==> src/rtl/clk_div_n.sv <==
// clk_div_n: programmable integer clock divider with glitch-free start/stop.
// Optional macro CLK_DIV_ODD_DUTY50_EN: negedge stretch for 50% duty on odd N.
module clk_div_n #(
    parameter int DIV_W     = 8,
    parameter int DIV_RESET = 4
) (
    input  logic             clk_in,
    input  logic             reset,
    input  logic             enable,
    input  logic [DIV_W-1:0] div_val,
    input  logic             div_load,
    output logic             div_ack,
    output logic             div_err,
    output logic             busy,
    output logic             clk_out,
    output logic             rise_stb
);

    typedef enum logic [1:0] {
        IDLE = 2'd0,
        RUN  = 2'd1,
        STOP = 2'd2
    } state_t;

    state_t           state_q, state_d;
    logic [DIV_W-1:0] cnt_q, cnt_d;
    logic [DIV_W-1:0] div_q, div_d;
    logic [DIV_W-1:0] pend_q, pend_d;
    logic             pend_vld_q, pend_vld_d;
    logic             clk_q, clk_d;
    logic             rise_q, rise_d;
    logic             ack_q, ack_d;
    logic             err_q, err_d;

    logic             wrap;
    logic             running;
    logic             apply;
    logic             load_ok;
    logic             load_bad;
    logic             active_d;
    logic [DIV_W-1:0] half_d;

    // Next-state, divisor pipeline and registered output terms
    always_comb begin
        state_d    = state_q;
        cnt_d      = cnt_q;
        div_d      = div_q;
        pend_d     = pend_q;
        pend_vld_d = pend_vld_q;
        ack_d      = 1'b0;
        err_d      = 1'b0;

        wrap     = (cnt_q == (div_q - DIV_W'(1)));
        running  = (state_q != IDLE);
        apply    = pend_vld_q && (!running || wrap);
        load_ok  = div_load && (div_val >= DIV_W'(2));
        load_bad = div_load && (div_val < DIV_W'(2));

        // A pending divisor only takes over at a period boundary
        if (apply) begin
            div_d      = pend_q;
            pend_vld_d = 1'b0;
            ack_d      = 1'b1;
        end

        // A load on the apply edge becomes the next pending value
        if (load_ok) begin
            pend_d     = div_val;
            pend_vld_d = 1'b1;
        end
        err_d = load_bad;

        case (state_q)
            IDLE: begin
                cnt_d = '0;
                if (enable) begin
                    state_d = RUN;
                end
            end
            RUN, STOP: begin
                if (wrap) begin
                    cnt_d   = '0;
                    state_d = enable ? RUN : IDLE;
                end else begin
                    cnt_d   = cnt_q + DIV_W'(1);
                    state_d = enable ? RUN : STOP;
                end
            end
            default: begin
                state_d = IDLE;
                cnt_d   = '0;
            end
        endcase

        active_d = (state_d != IDLE);
        half_d   = div_d >> 1;
        clk_d    = active_d && (cnt_d < half_d);
        rise_d   = active_d && (cnt_d == '0);
    end

    // State, counter, divisor and output registers
    always_ff @(posedge clk_in or posedge reset) begin
        if (reset) begin
            state_q    <= IDLE;
            cnt_q      <= '0;
            div_q      <= DIV_W'(DIV_RESET);
            pend_q     <= '0;
            pend_vld_q <= 1'b0;
            clk_q      <= 1'b0;
            rise_q     <= 1'b0;
            ack_q      <= 1'b0;
            err_q      <= 1'b0;
        end else begin
            state_q    <= state_d;
            cnt_q      <= cnt_d;
            div_q      <= div_d;
            pend_q     <= pend_d;
            pend_vld_q <= pend_vld_d;
            clk_q      <= clk_d;
            rise_q     <= rise_d;
            ack_q      <= ack_d;
            err_q      <= err_d;
        end
    end

    assign div_ack  = ack_q;
    assign div_err  = err_q;
    assign busy     = pend_vld_q;
    assign rise_stb = rise_q;

`ifdef CLK_DIV_ODD_DUTY50_EN
    logic neg_q, neg_d;

    // Stretch the high phase by half a cycle when the period is odd
    always_comb begin
        neg_d = clk_q & div_q[0];
    end

    // Negedge copy of the posedge term
    always_ff @(negedge clk_in or posedge reset) begin
        if (reset) begin
            neg_q <= 1'b0;
        end else begin
            neg_q <= neg_d;
        end
    end

    assign clk_out = clk_q | neg_q;
`else
    assign clk_out = clk_q;
`endif

endmodule

==> config.mk <==
export PLATFORM = sky130hd
export DESIGN_NAME = clk_div_n
export DESIGN_NICKNAME = d
export VERILOG_FILES = /design/src/rtl/clk_div_n.sv
export SDC_FILE = /design/constraint.sdc
export NUM_CORES = 1
export LEC_CHECK = 0
export BUFFER_PORTS_ARGS = -buffer_cell sky130_fd_sc_hd__buf_4
export CORE_MARGIN = 2
export CORE_UTILIZATION = 60
export CTS_BUF_LIST = sky130_fd_sc_hd__clkbuf_4 sky130_fd_sc_hd__clkbuf_8
export CTS_CLUSTER_SIZE = 12
export DETAILED_ROUTE_END_ITERATION = 16
export GPL_TIMING_DRIVEN = 0
export PLACE_DENSITY = 0.82
export SLEW_MARGIN = 5
export SYNTH_ARGS = -nofsm -noshare
export SYNTH_HDL_FRONTEND = slang
export SYNTH_SLANG_ARGS = --single-unit
==> constraint.sdc <==
create_clock -name clk_in -period 3.8 [get_ports clk_in]
set_input_delay 0.57 -clock clk_in [delete_from_list [all_inputs] [get_ports clk_in]]
set_output_delay 0.57 -clock clk_in [all_outputs]
set_load 0.01 [all_outputs]
==> reports/metrics.csv, run 1 <==
stage;metric;value;unit
die;Initial Utilization;61.9;%
clock_tree;post-CTS resize count;0;
timing;Fin. Hold Viols;0;
routing;Iter 0 DRT Violations;85;
grt;Total Routing Usage GR;24.5;%
layout;Layout area overhead;11.7;%
pwr;worst vdd ir;348;uV
routing;Top Layer Used;met4;
clock_tree;CTS Buffer Depth;2;
clock_tree;CTS tree;built;
timing;Setup Total Neg Slack;0;ps
die;Core ar.;3000;sq um
routing;Met3 Wirelength;160;um
setup_path;worst setup path category;reg2reg;
routing;Antenna Nets Post-Route;0;
clock_tree;clk root buf;clkbuf_4;
timing;Max Slew Vio Count;0;
layout;# diodes;0;
setup_path;Setup crit end kind;flop;
synthesis;Post-synth EDFFs;0;
layout;layout cells sized above 1;22.4;%
routing;drt total wl;3720;um
timing;relative max-transition margin;28.3;%
layout;highest-count cells in the layout ignoring fill and taps;30 x dfrtp_1, 24 x nand2_1, 16 x buf_4, 12 x nor2_1, 11 x xnor2_1;
setup_path;CP max stage delay;510;ps
clock_tree;CTS Buf Count;5;
clock_tree;CTS sink cnt;31;
synthesis;post-synthesis cell count;187;
layout;register area;777;sq um
placement;PortBufs;15;
routing;wire length on met1;1630;um
routing;DRT Pass-1 Iters;4;
layout;fill count;225;
die;Cell Rows;20;
pwr;pwr dens;741;nW/um^2
layout;commonest non-fill, non-tap cell in the layout;dfrtp_1;
clock_tree;# H-tree levels;2;
synthesis;sequential element share of the synthesized area;41.8;%
timing;Tcrit/Tclk final;94.0;%
layout;non-filler cells, final;243;
setup_path;Worst Path Buf+Inv;3;
routing;Via Count;1432;
setup_path;crit path DAT;3810;ps
timing;fmax;280;MHz
grt;initial antenna violation count;0;
timing;min cycle time layout;3570;ps
synthesis;Syn Nets;209;
placement;HPWL Detailed;2750;um
min_path;worst hold path class;in2async;
setup_path;required time worst endpoint;4040;ps
setup_path;Slowest-stage cell, CP;or4_4;
setup_path;kind of start point of the critical path;flop;
die;DIE HEIGHT;59.7;um
timing;Hold WS;359;ps
setup_path;largest fanout on the critical path;10;
placement;Placement Setup Slack;92.4;ps
timing;Tightest Pin Transition;1070;ps
routing;Vias/cell;5.89;
synthesis;Netlist cell types;45;
grt;largest net degree at the start of global routing;32;
setup_path;cells along the critical path;buf_2 -> inv_1 -> ha_1 -> and3b_1 -> or4_4 -> and3_4 -> o21ai_4 -> buf_12 -> mux2i_1 -> ha_1 -> a21o_1 -> a211oi_1 -> o21ai_0 -> a211oi_1;
pwr;Tot Pwr;1.54;mW
layout;Nets;231;
clock_tree;Clock Latency Late Sink;340;ps
timing;post-route setup slack;228;ps
die;Ports;17;
synthesis;top_reg_cell synth;dfrtp_1;
synthesis;Mapped Area;1860;sq um
routing;met2 WL;1870;um
synthesis;Synth Warn #;0;
timing;skew final;8.26;ps
layout;Final Instance Area;2080;sq um
synthesis;Synth Area per Inst;9.94;sq um
routing;Routed WL per cell;15.3;um
setup_path;CP delay by family, top;simple AND/OR/NAND/NOR gates;
job;max-cap violations;0;
synthesis;fraction of registers with async set/reset;100;%
placement;gpl congestion;0.870;
clock_tree;Reg clk slew, reported paths;90;ps
run_status;status;completed;
synthesis;#FFs+latches synth;31;
layout;Final Core Density;69.2;%
placement;Post-Place Cells;235;
routing;Residual DRC;0;
placement;Post-DP Area;2010;sq um
die;die width;59.7;um
grt;first-pass GRT wire length;6340;um
die;DIE AREA;3560;sq um
grt;vias in the first global route;1424;
layout;area of the multi-input gates;985;sq um
grt;gr ovfl total;0;
timing;Finish-stage setup viols;0;
pwr;Leak Pwr;1.03;nW
## layout make-up
| class | count | share of cell area [%] |
|---|---|---|
| sequential | 31 | 37.4 |
| multi-input combinational | 136 | 47.4 |
| tap | 33 | 1.99 |
| buffer | 9 | 2.71 |
| timing repair buffer | 16 | 5.78 |
| inverter | 10 | 1.81 |
| clock buffer | 8 | 2.89 |
## Yosys cell counts, types with 2 or more instances
cell type / number / area share (%)
dfrtp_1: 30 / 40
nand2_1: 24 / 4.8
nor2_1: 12 / 2.4
xnor2_1: 11 / 5.2
ha_1: 10 / 6.7
inv_1: 10 / 2.0
mux2i_1: 6 / 3.2
and3_1: 5 / 1.7
buf_2: 5 / 1.3
mux2_2: 5 / 3.0
a211oi_1: 4 / 1.6
clkbuf_1: 4 / 0.81
nand3_1: 4 / 1.1
nor3_1: 4 / 1.1
o21ai_0: 4 / 1.1
xor2_1: 4 / 1.9
a21oi_1: 3 / 0.81
a41oi_1: 3 / 1.4
mux2_4: 3 / 2.4
nand2b_1: 3 / 1.0
nor4_1: 3 / 1.0
a31o_2: 2 / 0.94
and2_1: 2 / 0.67
and3b_1: 2 / 0.94
o211ai_1: 2 / 0.81
o31ai_1: 2 / 0.81
or3_1: 2 / 0.67
## logic make-up (layout without fill, tap and decap cells)
family,after synthesis,count (layout),share of synthesized area (%)
flops,31,31,41.8
compound gates,27,27,11.0
mux,14,14,8.68
simple gates,70,70,19.5
xor+xnor,15,15,7.07
fa+ha+maj,10,10,6.73
buf+inv,20,43,5.25
## worst paths after layout
check,slack [ps],from,end,cells past startpoint
worst max-delay path,230,div_q[0],clk_out,14
worst min-delay path,360,reset,pend_q[0],2
worst max register to register,230,div_q[0],clk_out,14
worst min register to register,510,pend_q[7],pend_q[7],2
max in group asynchronous,2950,reset,cnt_q[7],2
min in group clk_in,430,div_val[7],pend_q[7],3
## state kept, by name (all words and copies together), names as in the netlist
name and flops:
cnt_q 8, div_err 1, clk_out 1, pend_q 8, state_q 2, div_ack 1
div_q 8, rise_stb 1, busy 1
## worst register-to-register path, cell delays in order (launching register included)
cell	delay, ps
dfrtp_1	330
buf_2	190
inv_1	70
ha_1	300
and3b_1	220
or4_4	510
and3_4	220
o21ai_4	200
buf_12	170
mux2i_1	270
ha_1	280
a21o_1	180
a211oi_1	210
o21ai_0	140
a211oi_1	210
## where the power goes
group	leakage, nW	internal, mW	switching, mW
clock	0.0368	0.0950	0.109
combinational	0.608	0.398	0.425
sequential	0.389	0.426	0.0854
total	1.03	0.919	0.620
## what timing repair did
| item | in CTS | in global routing |
|---|---|---|
| setup endpoints to repair | 0 | 1 |
| hold buffers | 0 | 0 |
| setup buffers | 0 | 1 |
## routing by layer
metal / GRT usage, % / vias to the layer above
met2: 41.0 / 40
met5: 0 / -
li1: - / 696
met1: 30.6 / 689
met4: 11.1 / 0
met3: 4.76 / 7
(Power assumes the default switching activity.)
==> run 2: changes to the inputs <==
Settings changed: CELL_PAD_IN_SITES_DETAIL_PLACEMENT set to 0, CELL_PAD_IN_SITES_GLOBAL_PLACEMENT set to 1, CORE_UTILIZATION 60 to 48, PLACE_DENSITY 0.82 to 0.84.
==> reports/metrics.csv, run 2 (synthesized netlist as in run 1, its figures left out) <==
stage;metric;value;unit;change
pwr;pwr dens;780;nW/um^2;was 741 nW/um^2
timing;Finish-stage setup viols;0;;unchanged
routing;Vias/cell;5.48;;was 5.89
setup_path;kind of start point of the critical path;flop;;unchanged
timing;Max Slew Vio Count;0;;unchanged
clock_tree;CTS Buf Count;5;;unchanged
die;DIE HEIGHT;66.2;um;was 59.7 um
routing;Residual DRC;0;;unchanged
clock_tree;Reg clk slew, reported paths;70;ps;was 90 ps
timing;relative max-transition margin;27.0;%;was 28.3%
pwr;Leak Pwr;1.07;nW;was 1.03 nW
clock_tree;CTS Hold Buffers Added;0;;unchanged
grt;global-route track usage on met3;5.28;%;was 4.76%
grt;first-pass GRT wire length;6470;um;was 6340 um
die;Core ar.;3690;sq um;was 3000 sq um
grt;vias in the first global route;1368;;was 1424
layout;highest-count cells in the layout ignoring fill and taps;30 x dfrtp_1, 24 x nand2_1, 18 x buf_4, 12 x nor2_1, 11 x xnor2_1;;was 30 x dfrtp_1, 24 x nand2_1, 16 x buf_4, 12 x nor2_1, 11 x xnor2_1
setup_path;required time worst endpoint;3990;ps;was 4040 ps
clock_tree;# H-tree levels;2;;unchanged
routing;Via Count;1426;;was 1432
timing;Tcrit/Tclk final;95.1;%;was 94.0%
grt;M1 GR Usage;25.5;%;was 30.6%
setup_path;Slowest-stage cell, CP;or4_4;;unchanged
timing;Setup Total Neg Slack;0;ps;unchanged
grt;largest net degree at the start of global routing;32;;unchanged
setup_path;crit path DAT;3810;ps;about the same
routing;Antenna Nets Post-Route;0;;unchanged
layout;layout cells sized above 1;23.1;%;was 22.4%
clock_tree;CTS tree;built;;unchanged
routing;Routed WL per cell;14.6;um;was 15.3 um
clock_tree;CTS sink cnt;31;;unchanged
setup_path;Setup crit end kind;flop;;unchanged
run_status;status;completed;;unchanged
setup_path;largest fanout on the critical path;10;;unchanged
clock_tree;clk root buf;clkbuf_8;;was clkbuf_4
die;Cell Rows;22;;was 20
timing;skew final;4.48;ps;was 8.26 ps
timing;fmax;277;MHz;was 280 MHz
setup_path;CP max stage delay;500;ps;was 510 ps
min_path;worst hold path class;in2async;;unchanged
grt;Most Crowded Layer GR;met2;;unchanged
grt;gr ovfl total;0;;unchanged
grt;initial antenna violation count;0;;unchanged
layout;Top Registers;cnt_q x8, div_q x8, pend_q x8;;unchanged
routing;drt total wl;3790;um;was 3720 um
timing;min cycle time layout;3610;ps;was 3570 ps
clock_tree;CTS Buffer Depth;2;;unchanged
die;DIE AREA;4390;sq um;was 3560 sq um
layout;Nets;233;;was 231
layout;Layout area overhead;16.6;%;was 11.7%
layout;non-filler cells, final;260;;was 243
routing;Iter 0 DRT Violations;87;;was 85
placement;Post-Place Cells;250;;was 235
timing;Hold WS;426;ps;was 359 ps
placement;HPWL Detailed;2920;um;was 2750 um
job;max-cap violations;0;;unchanged
die;Ports;17;;unchanged
grt;met2 usage;31.9;%;was 41.0%
timing;RSZ-0062 raised after global routing;false;;
timing;Tightest Pin Transition;1090;ps;was 1070 ps
setup_path;worst setup path category;reg2reg;;unchanged
routing;DRT Pass-1 Iters;4;;unchanged
clock_tree;Clock Latency Late Sink;280;ps;was 340 ps
timing;Fin. Hold Viols;0;;unchanged
die;Initial Utilization;50.4;%;was 61.9%
die;die width;66.2;um;was 59.7 um
placement;PortBufs;15;;unchanged
layout;# diodes;0;;unchanged
placement;gpl congestion;0.839;;was 0.870
layout;commonest non-fill, non-tap cell in the layout;dfrtp_1;;unchanged
setup_path;r2r setup slk;190;ps;was 230 ps
grt;Total Routing Usage GR;19.7;%;was 24.5%
setup_path;cells along the critical path;buf_2 -> inv_1 -> ha_1 -> and3b_1 -> or4_4 -> and3_4 -> o21ai_4 -> buf_12 -> mux2i_1 -> ha_1 -> a21o_1 -> a211oi_1 -> o21ai_0 -> a211oi_1;;unchanged
pwr;worst vdd ir;409;uV;was 348 uV
## run 2: cell count changes in the layout (fill, tap and decap cells not counted)
cell	before	now
buf_4	16	18
bufinv_16	0	1
clkbuf_4	8	0
clkbuf_8	0	6
clkinv_2	0	1
## run 2: path summary, 6_finish.rpt
check                      startpoint        end  cells after the start
hold / removal                  reset    div_ack                      2
hold reg to reg             pend_q[7]  pend_q[7]                      2
setup reg to reg             div_q[0]    clk_out                     14
min in group clk_in        div_val[2]  pend_q[2]                      3
setup / recovery             div_q[0]    clk_out                     14
max in group asynchronous       reset   cnt_q[3]                      2
## run 2: layer usage
| layer | wire length, um | share of wire [%] | vias up |
|---|---|---|---|
| met3 | 106 | 2.8 | 6 |
| li1 | - | - | 707 |
| met5 | 0 | 0 | - |
| met4 | 79 | 2.1 | 0 |
| met1 | 1780 | 47 | 693 |
| met2 | 1830 | 48 | 20 |
## run 2: repair_timing
item,4_1_cts,5_1_grt
gates resized for setup,0,0
setup endpoints to repair,0,1
setup buffers,0,3
hold endpoints to repair,0,0
## run 2: final cells by class
class	count	area (sq um)
fillers	335	1520
repair buffers	18	135
inverters	10	37.5
clock buffers	6	82.6
multi-input cells	136	985
plain buffers	9	56.3
well taps	48	60.1
flip-flops and latches	31	777
clock inverters	2	35.0
## run 2: where the power goes
group,leakage (nW),total [mW],switching (mW),internal [mW]
clock network,0.0612,0.335,0.123,0.212
logic,0.617,0.839,0.426,0.413
registers,0.389,0.516,0.0898,0.427
## run 2: worst max-delay path: cells and delay by family (launching register included)
kind	cells	cell delay [ps]
AOI/OAI and AO/OA	5	970
and+or+nand+nor	3	940
adders and majority gates	2	580
buffers and inverters	3	420
DFF	1	330
muxes	1	260
## run 2: metrics by stage
| stage | utilization, % | power, mW | worst slack (ps) | instance area, sq um |
|---|---|---|---|---|
| after detailed placement | 55.1 | 1.34 | 138 | 2030 |
| after CTS | 58.3 | 1.68 | 115 | 2150 |
| after global placement | 55.1 | 1.30 | 160 | 2030 |
| after floorplan | - | 1.14 | 598 | 1860 |
| after global routing | 58.8 | 1.83 | 14.2 | 2170 |
| final | 58.8 | 1.69 | 186 | 2170 |
==> run 3: changes to the inputs <==
Settings changed: BUFFER_PORTS_ARGS -buffer_cell sky130_fd_sc_hd__buf_4 to -buffer_cell sky130_fd_sc_hd__clkbuf_2.
==> reports/metrics.csv, run 3 (synthesized netlist as in run 1, its figures left out) <==
stage;metric;value;unit;change
routing;Residual DRC;0;;unchanged
routing;drt total wl;3800;um;was 3790 um
timing;relative max-transition margin;26.9;%;was 27.0%
grt;largest net degree at the start of global routing;32;;unchanged
setup_path;kind of start point of the critical path;flop;;unchanged
die;DIE AREA;4390;sq um;unchanged
die;Ports;17;;unchanged
grt;Total Routing Usage GR;19.9;%;was 19.7%
clock_tree;CTS Hold Buffers Added;0;;unchanged
routing;Routed WL per cell;14.6;um;about the same
clock_tree;# H-tree levels;2;;unchanged
setup_path;Worst Setup SP;div_q[0];;unchanged
timing;Tightest Pin Transition;1090;ps;about the same
die;die width;66.2;um;unchanged
clock_tree;CTS Buffer Depth;2;;unchanged
layout;Nets;233;;unchanged
setup_path;crit-path most repeated cell;a211oi_1;;
layout;commonest non-fill, non-tap cell in the layout;dfrtp_1;;unchanged
routing;Vias/cell;5.52;;was 5.48
setup_path;worst flop-to-flop path startpoint;div_q[0];;unchanged
setup_path;cells along the critical path;buf_2 -> inv_1 -> ha_2 -> and3b_1 -> or4_4 -> and3_4 -> o21ai_4 -> buf_12 -> mux2i_1 -> ha_1 -> a21o_1 -> a211oi_1 -> o21ai_0 -> a211oi_1;;was buf_2 -> inv_1 -> ha_1 -> and3b_1 -> or4_4 -> and3_4 -> o21ai_4 -> buf_12 -> mux2i_1 -> ha_1 -> a21o_1 -> a211oi_1 -> o21ai_0 -> a211oi_1
placement;HPWL Detailed;2890;um;was 2920 um
routing;Antenna Nets Post-Route;0;;unchanged
die;Initial Utilization;50.4;%;unchanged
layout;# diodes;0;;unchanged
grt;met2 usage;33.3;%;was 31.9%
layout;Layout area overhead;13.5;%;was 16.6%
grt;first-pass GRT wire length;6540;um;was 6470 um
timing;Setup Total Neg Slack;0;ps;unchanged
clock_tree;Clock Latency Late Sink;270;ps;was 280 ps
timing;skew final;5.80;ps;was 4.48 ps
timing;Max Slew Vio Count;0;;unchanged
setup_path;largest fanout on the critical path;10;;unchanged
die;Core ar.;3690;sq um;unchanged
timing;Fin. Hold Viols;0;;unchanged
timing;fmax;286;MHz;was 277 MHz
grt;gr ovfl total;0;;unchanged
layout;highest-count cells in the layout ignoring fill and taps;30 x dfrtp_1, 24 x nand2_1, 15 x clkbuf_2, 12 x nor2_1, 11 x xnor2_1;;was 30 x dfrtp_1, 24 x nand2_1, 18 x buf_4, 12 x nor2_1, 11 x xnor2_1
routing;Via Count;1436;;was 1426
setup_path;WP depth;14;;unchanged
setup_path;worst setup path category;reg2reg;;unchanged
grt;initial antenna violation count;0;;unchanged
run_status;status;completed;;unchanged
min_path;worst hold path class;in2async;;unchanged
clock_tree;CTS Buf Count;5;;unchanged
timing;Tcrit/Tclk final;92.0;%;was 95.1%
setup_path;Slowest-stage cell, CP;or4_4;;unchanged
timing;Finish-stage setup viols;0;;unchanged
routing;Iter 0 DRT Violations;67;;was 87
placement;gpl congestion;0.809;;was 0.839
clock_tree;CTS sink cnt;31;;unchanged
pwr;Leak Pwr;1.05;nW;was 1.07 nW
setup_path;CP delay by family, top;compound AO/OA/AOI/OAI gates;;unchanged
clock_tree;CTS tree;built;;unchanged
timing;post-route setup slack;304;ps;was 186 ps
setup_path;Setup crit end kind;flop;;unchanged
layout;layout cells sized above 1;23.6;%;was 23.1%
die;Cell Rows;22;;unchanged
setup_path;required time worst endpoint;3980;ps;was 3990 ps
clock_tree;clk root buf;clkbuf_8;;unchanged
grt;vias in the first global route;1435;;was 1368
routing;DRT Pass-1 Iters;4;;unchanged
timing;RSZ-0062 raised after global routing;false;;unchanged
setup_path;CP max stage delay;520;ps;was 500 ps
setup_path;worst r2r path cells;14;;unchanged
placement;Placement Setup Slack;126;ps;was 138 ps
pwr;worst vdd ir;372;uV;was 409 uV
clock_tree;Reg clk slew, reported paths;60;ps;was 70 ps
timing;min cycle time layout;3500;ps;was 3610 ps
job;max-cap violations;0;;unchanged
setup_path;Worst Path Buf+Inv;3;;unchanged
layout;Top Registers;cnt_q x8, div_q x8, pend_q x8;;unchanged
placement;PortBufs;15;;unchanged
layout;fill count;353;;was 335
grt;global-route track usage on met3;3.58;%;was 5.28%
grt;Most Crowded Layer GR;met2;;unchanged
pwr;pwr dens;769;nW/um^2;was 780 nW/um^2
setup_path;crit path DAT;3680;ps;was 3810 ps
grt;M1 GR Usage;25.5;%;unchanged
die;DIE HEIGHT;66.2;um;unchanged
[run 3: changes by cell type in the layout (fill, tap and decap cells not counted)]
| cell | delta |
|---|---|
| clkbuf_4 | +1 |
| bufinv_16 | -1 |
| ha_1 | -1 |
| ha_2 | +1 |
| buf_4 | -15 |
| clkbuf_2 | +15 |
[run 3: layer usage]
| layer | share of wire [%] | routed length [um] |
|---|---|---|
| met5 | 0 | 0 |
| met4 | 1.4 | 54 |
| met3 | 3.2 | 120 |
| met2 | 50 | 1900 |
| met1 | 45 | 1730 |
[run 3: what timing repair did]
| action | CTS | global route |
|---|---|---|
| endpoints found under the setup margin | 0 | 1 |
| resized for setup | 0 | 1 |
| buffers inserted | 0 | 3 |
[run 3: power by group]
group	switching [mW]	total, mW	internal (mW)
clock	0.118	0.271	0.153
combinational	0.433	0.836	0.403
sequential	0.0902	0.517	0.427
[run 3: worst paths after layout]
| kind | end | slack [ps] |
|---|---|---|
| min | pend_q[1] | 420 |
| min reg2reg | div_q[0] | 500 |
| min in group clk_in | pend_q[7] | 500 |
| max | clk_out | 300 |
| max reg2reg | clk_out | 300 |
| max in group asynchronous | div_q[7] | 2890 |
[run 3: layout make-up]
class | instances | area [sq um] | share of cell area, %
Tap cell | 48 | 60.1 | 2.85
Clock inverter | 1 | 5.00 | 0.237
Buffer | 9 | 56.3 | 2.67
Sequential cell | 31 | 777 | 36.8
Multi-Input combinational cell | 136 | 987 | 46.8
Timing Repair Buffer | 18 | 97.6 | 4.62
Inverter | 10 | 37.5 | 1.78
Clock buffer | 7 | 90.1 | 4.27
[run 3: stage by stage]
step                      utilization (%)  hold slack, ps  std cells  power (mW)  instance area, sq um
after floorplan                         -             453        187        1.14                  1860
after global placement               54.1             485        250        1.29                  1990
after detailed placement             54.1             491        250        1.33                  1990
after CTS                            56.6             493        258        1.60                  2090
after global routing                 57.2             486        260        1.76                  2110
final                                57.2             416        260        1.62                  2110
[run 3: worst register-to-register path, delay by kind of cell, from the launching register on]
| family | cells | cell delay [ps] |
|---|---|---|
| simple gates | 3 | 940 |
| fa+ha+maj | 2 | 520 |
| flops | 1 | 320 |
| compound gates | 5 | 950 |
| buf+inv | 3 | 440 |
| mux | 1 | 260 |
